File: config.mk
export PLATFORM = sky130hd
export DESIGN_NAME = eth_rx_demux
export DESIGN_NICKNAME = d
export VERILOG_FILES = /design/src/rtl/eth_rx_demux.sv
export SDC_FILE = /design/constraint.sdc
export NUM_CORES = 1
export LEC_CHECK = 0
export ABC_AREA = 1
export ABC_CLOCK_PERIOD_IN_PS = 2400
export BUFFER_PORTS_ARGS = -buffer_cell sky130_fd_sc_hd__buf_2
export CORE_UTILIZATION = 39
export CTS_BUF_LIST = sky130_fd_sc_hd__clkbuf_4 sky130_fd_sc_hd__clkbuf_8
export DETAILED_ROUTE_END_ITERATION = 8
export SETUP_SLACK_MARGIN = 0.3
export SYNTH_ARGS = -nofsm -noshare
export SYNTH_HDL_FRONTEND = slang
export SYNTH_SLANG_ARGS = --single-unit
File: constraint.sdc
create_clock -name clk -period 2.4 [get_ports clk]
set_clock_uncertainty 0.05 [all_clocks]
set_input_delay 0.24 -clock clk [delete_from_list [all_inputs] [get_ports clk]]
set_output_delay 0.24 -clock clk [all_outputs]
set_load 0.05 [all_outputs]
File: src/rtl/eth_rx_demux.sv
// Ethernet RX demultiplexer: parses Ethernet/IPv4/UDP headers and steers whole
// frames to the TLP, command or config stream through a fixed delay line.
module eth_rx_demux #(
  parameter int unsigned DEPTH         = 5,
  parameter logic [15:0] TLP_PORT_BASE = 16'h3000,
  parameter logic [15:0] TLP_PORT_MASK = 16'hFFF0,
  parameter logic [15:0] CMD_PORT      = 16'h2FFF,
  parameter logic [15:0] CFG_PORT      = 16'h2FFE,
  parameter int unsigned DFIFO_DEPTH   = 8
) (
  input  logic        clk,
  input  logic        rst,

  input  logic        eth_rx_tvalid,
  input  logic [63:0] eth_rx_tdata,
  input  logic [7:0]  eth_rx_tkeep,
  input  logic        eth_rx_tlast,
  input  logic        eth_rx_tuser,

  input  logic [31:0] adapter_reg_srcip,

  output logic        m_tlp_tvalid,
  output logic [63:0] m_tlp_tdata,
  output logic [7:0]  m_tlp_tkeep,
  output logic        m_tlp_tlast,
  output logic        m_tlp_tuser,

  output logic        m_cmd_tvalid,
  output logic [63:0] m_cmd_tdata,
  output logic [7:0]  m_cmd_tkeep,
  output logic        m_cmd_tlast,
  output logic        m_cmd_tuser,

  output logic        m_cfg_tvalid,
  output logic [63:0] m_cfg_tdata,
  output logic [7:0]  m_cfg_tkeep,
  output logic        m_cfg_tlast,
  output logic        m_cfg_tuser,

  output logic [31:0] rx_frame_cnt,
  output logic [31:0] rx_drop_cnt
);

  // The output register is the last delay stage, so DEPTH-1 stages precede it.
  localparam int unsigned NSTG  = DEPTH - 1;
  localparam int unsigned PTR_W = (DFIFO_DEPTH > 1) ? $clog2(DFIFO_DEPTH) : 1;
  localparam int unsigned CNT_W = $clog2(DFIFO_DEPTH + 1);

  typedef enum logic [1:0] {S_SYNC, S_HDR, S_BODY} state_t;
  typedef enum logic [1:0] {D_DROP, D_TLP, D_CMD, D_CFG} dest_t;

  typedef struct packed {
    logic        valid;
    logic [63:0] data;
    logic [7:0]  keep;
    logic        last;
    logic        user;
    logic        sof;
  } stage_t;

  state_t            state;
  logic [2:0]        beat_idx;
  logic              eth_ok;
  logic              proto_ok;
  logic [15:0]       ip_hi;

  stage_t            pipe [NSTG];
  stage_t            in_stage;
  stage_t            ex;

  dest_t             fifo_mem [DFIFO_DEPTH];
  logic [PTR_W-1:0]  wr_ptr;
  logic [PTR_W-1:0]  rd_ptr;
  logic [CNT_W-1:0]  fifo_cnt;
  logic              fifo_empty;
  logic              push;
  logic              pop;
  logic              do_push;
  logic              do_pop;
  dest_t             push_val;
  dest_t             pop_val;
  dest_t             route;
  logic [15:0]       udp_port;
  logic [31:0]       dst_ip;

  dest_t             cur_dest;
  logic              cur_valid;
  logic              eff_valid;
  dest_t             eff_dest;

  logic              tlp_valid;
  logic              cmd_valid;
  logic              cfg_valid;
  logic [63:0]       out_data;
  logic [7:0]        out_keep;
  logic              out_last;
  logic              out_user;
  logic [31:0]       frame_cnt;
  logic [31:0]       drop_cnt;

  function automatic logic [PTR_W-1:0] ptr_inc(input logic [PTR_W-1:0] p);
    return (p == PTR_W'(DFIFO_DEPTH - 1)) ? '0 : p + PTR_W'(1);
  endfunction

  // Routing decision for the frame whose beat 4 is on the input this cycle.
  always_comb begin
    udp_port = {eth_rx_tdata[39:32], eth_rx_tdata[47:40]};
    dst_ip   = {ip_hi, eth_rx_tdata[7:0], eth_rx_tdata[15:8]};
    route    = D_DROP;
    if (eth_ok && proto_ok && (dst_ip == adapter_reg_srcip)) begin
      if (udp_port == CMD_PORT)
        route = D_CMD;
      else if (udp_port == CFG_PORT)
        route = D_CFG;
      else if ((udp_port & TLP_PORT_MASK) == TLP_PORT_BASE)
        route = D_TLP;
    end
    push     = eth_rx_tvalid && (state == S_HDR) && ((beat_idx == 3'd4) || eth_rx_tlast);
    push_val = (beat_idx == 3'd4) ? route : D_DROP;
  end

  always_comb begin
    in_stage.valid = eth_rx_tvalid;
    in_stage.data  = eth_rx_tdata;
    in_stage.keep  = eth_rx_tkeep;
    in_stage.last  = eth_rx_tlast;
    in_stage.user  = eth_rx_tuser;
    in_stage.sof   = eth_rx_tvalid && (state == S_HDR) && (beat_idx == 3'd0);
  end

  // Beat 0 of a frame exits in the same cycle beat 4 arrives, so an empty FIFO
  // hands the incoming decision straight through.
  always_comb begin
    ex         = pipe[NSTG-1];
    fifo_empty = (fifo_cnt == '0);
    pop        = ex.valid && ex.sof;
    pop_val    = fifo_empty ? push_val : fifo_mem[rd_ptr];
    do_push    = push && !(pop && fifo_empty);
    do_pop     = pop && !fifo_empty;
    eff_valid  = ex.valid && (ex.sof || cur_valid);
    eff_dest   = ex.sof ? pop_val : cur_dest;
  end

  always_ff @(posedge clk) begin
    if (rst) begin
      state    <= S_SYNC;
      beat_idx <= 3'd0;
      eth_ok   <= 1'b0;
      proto_ok <= 1'b0;
      ip_hi    <= 16'h0000;
    end else if (eth_rx_tvalid) begin
      case (state)
        S_SYNC: begin
          if (eth_rx_tlast) state <= S_HDR;
          beat_idx <= 3'd0;
        end
        S_HDR: begin
          case (beat_idx)
            3'd1: eth_ok   <= ({eth_rx_tdata[39:32], eth_rx_tdata[47:40]} == 16'h0800) &&
                              (eth_rx_tdata[55:48] == 8'h45);
            3'd2: proto_ok <= (eth_rx_tdata[63:56] == 8'h11);
            3'd3: ip_hi    <= {eth_rx_tdata[55:48], eth_rx_tdata[63:56]};
            default: ;
          endcase
          if (beat_idx == 3'd4) begin
            state    <= eth_rx_tlast ? S_HDR : S_BODY;
            beat_idx <= 3'd0;
          end else if (eth_rx_tlast) begin
            beat_idx <= 3'd0;
          end else begin
            beat_idx <= beat_idx + 3'd1;
          end
        end
        S_BODY: begin
          if (eth_rx_tlast) state <= S_HDR;
          beat_idx <= 3'd0;
        end
        default: state <= S_SYNC;
      endcase
    end else if (state == S_SYNC) begin
      // tvalid never drops inside a frame, so an idle cycle is a frame boundary.
      state <= S_HDR;
    end
  end

  always_ff @(posedge clk) begin
    if (rst) begin
      for (int unsigned i = 0; i < NSTG; i++) pipe[i] <= '0;
    end else begin
      pipe[0] <= in_stage;
      for (int unsigned i = 1; i < NSTG; i++) pipe[i] <= pipe[i-1];
    end
  end

  always_ff @(posedge clk) begin
    if (do_push) fifo_mem[wr_ptr] <= push_val;
  end

  always_ff @(posedge clk) begin
    if (rst) begin
      wr_ptr   <= '0;
      rd_ptr   <= '0;
      fifo_cnt <= '0;
    end else begin
      if (do_push) wr_ptr <= ptr_inc(wr_ptr);
      if (do_pop)  rd_ptr <= ptr_inc(rd_ptr);
      case ({do_push, do_pop})
        2'b10:   fifo_cnt <= fifo_cnt + CNT_W'(1);
        2'b01:   fifo_cnt <= fifo_cnt - CNT_W'(1);
        default: ;
      endcase
    end
  end

  always_ff @(posedge clk) begin
    if (!rst) begin
      assert (!(push && !pop && (fifo_cnt == CNT_W'(DFIFO_DEPTH))))
        else $fatal(1, "eth_rx_demux: decision FIFO overflow");
      assert (!(pop && fifo_empty && !push))
        else $fatal(1, "eth_rx_demux: decision FIFO underflow");
    end
  end

  // Output stage: steer the exiting beat and track the current frame's route.
  always_ff @(posedge clk) begin
    if (rst) begin
      tlp_valid <= 1'b0;
      cmd_valid <= 1'b0;
      cfg_valid <= 1'b0;
      out_last  <= 1'b0;
      out_user  <= 1'b0;
      cur_valid <= 1'b0;
      cur_dest  <= D_DROP;
      frame_cnt <= 32'd0;
      drop_cnt  <= 32'd0;
    end else begin
      tlp_valid <= eff_valid && (eff_dest == D_TLP);
      cmd_valid <= eff_valid && (eff_dest == D_CMD);
      cfg_valid <= eff_valid && (eff_dest == D_CFG);
      out_last  <= ex.last;
      out_user  <= ex.user;
      if (ex.valid) begin
        if (ex.sof) begin
          cur_dest  <= pop_val;
          cur_valid <= !ex.last;
          if (pop_val == D_DROP) drop_cnt  <= drop_cnt + 32'd1;
          else                   frame_cnt <= frame_cnt + 32'd1;
        end else if (ex.last) begin
          cur_valid <= 1'b0;
        end
      end
    end
  end

  always_ff @(posedge clk) begin
    out_data <= ex.data;
    out_keep <= ex.keep;
  end

  assign m_tlp_tvalid = tlp_valid;
  assign m_tlp_tdata  = out_data;
  assign m_tlp_tkeep  = out_keep;
  assign m_tlp_tlast  = out_last;
  assign m_tlp_tuser  = out_user;

  assign m_cmd_tvalid = cmd_valid;
  assign m_cmd_tdata  = out_data;
  assign m_cmd_tkeep  = out_keep;
  assign m_cmd_tlast  = out_last;
  assign m_cmd_tuser  = out_user;

  assign m_cfg_tvalid = cfg_valid;
  assign m_cfg_tdata  = out_data;
  assign m_cfg_tkeep  = out_keep;
  assign m_cfg_tlast  = out_last;
  assign m_cfg_tuser  = out_user;

  assign rx_frame_cnt = frame_cnt;
  assign rx_drop_cnt  = drop_cnt;

endmodule

* Yosys cells after proc, flatten, opt, wreduce, memory -nomap -nowiden
Memories as Yosys holds them, arrays and structs flattened. A register that Yosys moved wholly into a read port is not among the register bits.
Cells that the tools add are included.
** Operators by class
- Add/subtract/negate cells :: 7
- $mul :: 0
- Divide/modulo/power cells :: 0
- Order comparisons :: 0
- Equal/unequal tests :: 22
- Shifts and indexed selects :: 0
- Multiplexer cells :: 32
- Bitwise gates (word level) :: 5
- Reductions and logical operators :: 36
** Operators with widths (number)
- $mux 76 :: 4
- $add 32x1->32 const B :: 2
- $eq 16x14->1 const B :: 2
- $eq 32x32->1 :: 1
- $mux 2 :: 11
- $mux 3 :: 6
- $reduce_and 3->1 :: 6
- $eq 16x12->1 const B :: 1
- $logic_and 1x1->1 :: 14
- $eq 12x10->1 const B :: 1
- $add 3x1->3 const B :: 3
- $eq 3x3->1 const B :: 3
- $eq 2x2->1 const B :: 4
- $eq 8x5->1 const B :: 1
- $eq 8x7->1 const B :: 1
- $mux 1 :: 8
- $pmux 4 s2 :: 1
- $reduce_bool 2->1 :: 4
- $eq 2x1->1 const B :: 3
- $eq 3x2->1 const B :: 2
- $ne 3x2->1 const B :: 2
- $pmux 3 s2 :: 1
- $add 4x1->4 const B :: 1
- $logic_not 2->1 :: 2
- other kinds (11) :: 18
** Storage, ports and cells
- Register bits :: 177
- Bits in latches :: 0
- Memory bits (writable) :: 320
- ROM bits :: 0
- Input bits :: 109
- Output and inout bits :: 289
- Logic and storage cells :: 123
- Memories kept :: 2
** Memory list
- pipe :: words 4, width 76, read ports 4, clocked after memory_dff 0, wr ports 4, RTL line 67 : stage_t pipe [NSTG];
- fifo_mem :: words 8, width 2, read ports 1, clocked after memory_dff 1, wr ports 1, RTL line 71 : dest_t fifo_mem [DFIFO_DEPTH];

* Logic depth before layout (Yosys ltp)
- Depth after elaboration :: 10
- Gate-level depth with buffers :: 15

* Worst setup path before layout
OpenSTA, ideal clock, no wires.
- Path kind :: register to register
- Start :: reg beat_idx[0]
- End :: reg fifo_cnt[3]
- Setup time :: 0.070 ns
- Arrival time :: 2.368 ns
- Path slack :: -0.089 ns
- Stages on the path, launching flop included :: 16
- Clock period less this slack :: 2.489 ns
- Cells stage by stage :: dfxtp_1 inv_1 ha_1 nand2_1 inv_1 nor2_1 a211oi_1 inv_1 ha_1 ha_1 nand2_1 nor2_1 a211oi_1 xor2_1 nand2_1 a21oi_1
** Between the ends
- Cells in the longest elaborated chain, start to end :: 6
** RTL lines
- from (decl) :: RTL line 62 : logic [2:0] beat_idx;
- from (signal assigned) :: RTL line 171 : beat_idx <= beat_idx + 3'd1;
- $eq 3x3->1 (*) :: RTL line 118 : push = eth_rx_tvalid && (state == S_HDR) && ((beat_idx == 3'd4) || eth_rx_tlast);
- $logic_or 1x1->1 (*) :: RTL line 118
- $logic_and 1x1->1 (*) :: RTL line 118
- $logic_and 1x1->1 (*) :: RTL line 138 : do_push = push && !(pop && fifo_empty);
- $eq 2x1->1 or $eq 2x2->1 (tied branches) :: RTL line 207 : case ({do_push, do_pop})
- $pmux 4 s2 or $reduce_bool 2->1 (tied branches)
- to (signal assigned) :: RTL line 208 : 2'b10: fifo_cnt <= fifo_cnt + CNT_W'(1);
- to (signal assigned) :: RTL line 209 : 2'b01: fifo_cnt <= fifo_cnt - CNT_W'(1);
- to (decl) :: RTL line 74 : logic [CNT_W-1:0] fifo_cnt;
Every way passes the cells marked *; elsewhere a longest branch is shown, timed or not.
A chain may end at the register's enable or synchronous reset.

* Worst setup path after layout
- Start :: reg fifo_cnt[3]
- End :: reg fifo_cnt[3]
** Between the ends
- Cells in the longest elaborated chain, start to end :: 6
** RTL lines
- $logic_not 4->1 :: RTL line 135 : fifo_empty = (fifo_cnt == '0);
- $logic_and 1x1->1 :: RTL line 138
- $logic_not 1->1 :: RTL line 138
- $logic_and 1x1->1 :: RTL line 138
- $eq 2x1->1 or $eq 2x2->1 (tied branches) :: RTL line 207
- $pmux 4 s2 or $reduce_bool 2->1 (tied branches)
Several ways; a longest one is shown, not always the timed one.

==> results.md <==
- Status: complete, no violations
- Drt first pass iters: 5
- Largest net degree at the start of global routing: roughly 170
- Core ar.: about 46000 sq um
- Number of CTS-inserted buffers: 82
- Period minus WS final: 2.28 ns
- P_leak: 10.7 nW
- Overall Global Routing Usage: 0.187
- Largest cells by area after synthesis: dfxtp_1 (53%), nor2_1 (8.9%), inv_1 (8.1%), buf_4 (6.1%), nand2_1 (5.4%)
- Crit Path Class: flop to flop
- Rel. slew slack: 0.508
- Worst-path maximum fanout: 4
- Critical path's slowest cell: nor4_4
- Setup TNS: 0 ns
- Syn avg cell area: around 8 sq um
- Max-slew violations: 0
- Ys async rst share: 0
- Crit-path cells: nor4_4 > a211oi_2 > inv_2 > ha_4 > ha_4 > nand2_1 > nor2_1 > a211oi_2 > xor2_1 > nand2_1 > a21oi_1
- Via total after detailed routing: 14400
- Crit share post-route: 0.949
- Hold EP: state[0]$_SDFFE_PP0P_
- Critical Path RT: roughly 2.9 ns
- Hpwl dp: 32100 microns
- Hold Crit Class: input port to flop
- RSZ-0062 raised after global routing: true
- Top delay family on crit path: simple AND/OR/NAND/NOR gates
- Worst path arrival time: between 2 and 3 ns
- DR WL/cell: 13.9 microns
- Share of the yosys chip area belonging to registers: 0.556
- Post-synth top cells: dfxtp_1 (484), nor2_1 (432), inv_1 (396)
- Most frequent cell after synthesis: dfxtp_1
- Final instance count without filler cells: roughly 3300
- Clock buffer depth: 3
- Final wirelength: about 46000 microns
- Hold Crit Start: eth_rx_tlast
- Max VDD drop: 0.000441 V
- Ports: about 400
- Final Hold Fails: 0
- Final setup viols: 0
- Max-Cap Viols: 0
- Buffers & Inverters on Critical Path: 1
- Reg2reg path depth: 11
- Clk Latency, worst-skew pair: approximately 0.66 ns
- FF-to-FF setup slack: between 0.1 and 0.15 ns
- Hold Slack: between 0.08 and 0.09 ns
- Layout cells sized above 1: 0.243
- Clock Pin Slew Worst Setup and Hold Paths: 0.06 ns
- Tot Pwr: approximately 18 mW
- Die Area: between 40000 and 50000 sq um
- Pwr/cell area: slightly below 800 nW/um^2
- R2R Path Start: fifo_cnt[3]$_SDFFE_PP0P_
- Placed cells: 3039
- Main synth FF type: dfxtp_1
- Initial antenna violation count: 9
- Root Buffer: clkbuf_8
- R2r endpoint: fifo_cnt[3]$_SDFFE_PP0P_
- Height of the chip: approximately 220 microns
- Area leader, netlist: dfxtp_1
- Clock sink total: 500
- Hold path depth: 5
- First-pass GRT wire length: ~70000 microns
- EDFF count, synth: 16
- Startpoint Class: flop
- Achievable Freq: between 0.4 and 0.5 GHz
- Number of distinct library cells after synthesis: 40
- Slew @ Worst Pin: 0.738 ns
- DR iter-0 viols: 640
- Die width: 219 microns
- GP Congestion: 0.858
- Flops & latches, synth: 500
- CTS tree: yes
- Port Buffers: 397
- Vias in the first global route: roughly 14000
- Remaining DRCs: 0
- Vias/cell: about 4.4
- CTS H-tree depth: 3
- Overflow after GRT: 0
- Initial core utilization: 0.399
- Post-Syn Instances: 2230
- Layout area overhead: 24.9%
- Crit. End Element: flop
- Layout Nets: roughly 2700
- Syn Std Cell Area: 18300 sq um
- Synth Net Count: between 2000 and 2500
- Slowest stage delay, CP: 0.44 ns
- Site row count: 78
- ANT nets after route: 0
- Synth warn: 0
- Yosys top cell area share: 0.530
repair_timing:
item,4_1_cts,5_1_grt
endpoints found under the setup margin,58,84
gates resized for setup,7,24
cloned,0,3
hold endpoints to repair,134,0
hold buffers,79,0
pin swaps,6,21
setup buffers,6,2
stage by stage:
stage / utilization / setup WS, ns / area [sq um]
global route: 0.498 / 0.0187 / 22800
finish: 0.498 / 0.123 / 22800
global placement: 0.436 / 0.0927 / 20000
CTS: 0.494 / 0.171 / 22700
floorplan: - / 0.285 / 18400
detailed placement: 0.436 / 0.0602 / 20000
flip-flops by register name, summed over array words and instances (netlist names), named ones only:
signal and flops:
wr_ptr 3, cur_valid 1, m_cfg_tdata 64, m_cfg_tkeep 8
state 2, m_cfg_tvalid 1, proto_ok 1, eth_ok 1
fifo_mem 16, fifo_cnt 4, m_cmd_tvalid 1, pipe 304
m_cfg_tuser 1, rx_drop_cnt 32, rd_ptr 3, cur_dest 2
beat_idx 3, m_cfg_tlast 1, m_tlp_tvalid 1, rx_frame_cnt 32
ip_hi 16
metal layers:
metal,up-vias,part of all wire,track usage,wire length [microns]
met5,-,0.00081,0,37
met4,6,0.021,0.0676,952
met3,74,0.054,0.0443,2450
met2,391,0.50,0.329,22600
met1,6610,0.43,0.218,19500
li1,7363,-,-,-
worst reg2reg max path: stages, from the launching register on:
cell	delay [ns]
dfxtp_1	0.36
nor4_4	0.44
a211oi_2	0.16
inv_2	0.11
ha_4	0.17
ha_4	0.22
nand2_1	0.06
nor2_1	0.04
a211oi_2	0.19
xor2_1	0.19
nand2_1	0.09
a21oi_1	0.14
cell usage in the layout, fill, tap and decap left out, types with 13 or more instances in the layout:
cell           count
a21oi_1           93
buf_2            396
buf_4             27
clkbuf_4          24
clkbuf_8          98
clkinv_2          13
dfxtp_1          472
dlygate4sd3_1     79
edfxtp_1          16
inv_1            391
inv_2             13
nand2_1          257
nand3_1           70
nand4_1           26
nor2_1           419
nor2_2            13
nor3_1            36
nor4_1            17
o21ai_0           49
xnor2_1           23
xor2_1            35
report_power, final:
part | internal (mW) | switching (mW)
registers | 8.55 | 0.0700
logic | 0.366 | 0.683
clock network | 4.65 | 3.35
worst max-delay path by stage:
stage / from / to / depth (start not counted)
after global placement: adapter_reg_srcip[4] / rx_frame_cnt[3]$_SDFFE_PP0P_ / 13
final: fifo_cnt[3]$_SDFFE_PP0P_ / fifo_cnt[3]$_SDFFE_PP0P_ / 11
after detailed placement: adapter_reg_srcip[4] / rx_frame_cnt[3]$_SDFFE_PP0P_ / 13
after CTS: beat_idx[1]$_SDFFE_PP0P_ / fifo_cnt[3]$_SDFFE_PP0P_ / 15
after floorplan: beat_idx[0]$_SDFFE_PP0P_ / fifo_cnt[3]$_SDFFE_PP0P_ / 15
after global routing: beat_idx[1]$_SDFFE_PP0P_ / fifo_cnt[3]$_SDFFE_PP0P_ / 15
layout make-up:
class	instances	area, sq um
fillers	4442	23000
inverters	404	1520
repair buffers	513	3180
diodes	5	12.5
multi-input cells	1112	5380
clock inverters	25	290
clock buffers	122	1530
well taps	600	751
flip-flops and latches	500	10200
kinds of logic (layout without fill, tap and decap cells):
logic type,Yosys count,after routing,synth area share
AO/OA/AOI/OAI,171,171,0.0496
XOR/XNOR,60,60,0.0287
adder cells (fa/ha/maj),15,15,0.0107
buffers and inverters,618,1064,0.159
flip-flops,500,500,0.556
multiplexers,4,4,0.00219
other,0,5,0
AND/OR/NAND/NOR,862,862,0.194
No activity file was read; power rests on OpenSTA's default activity.
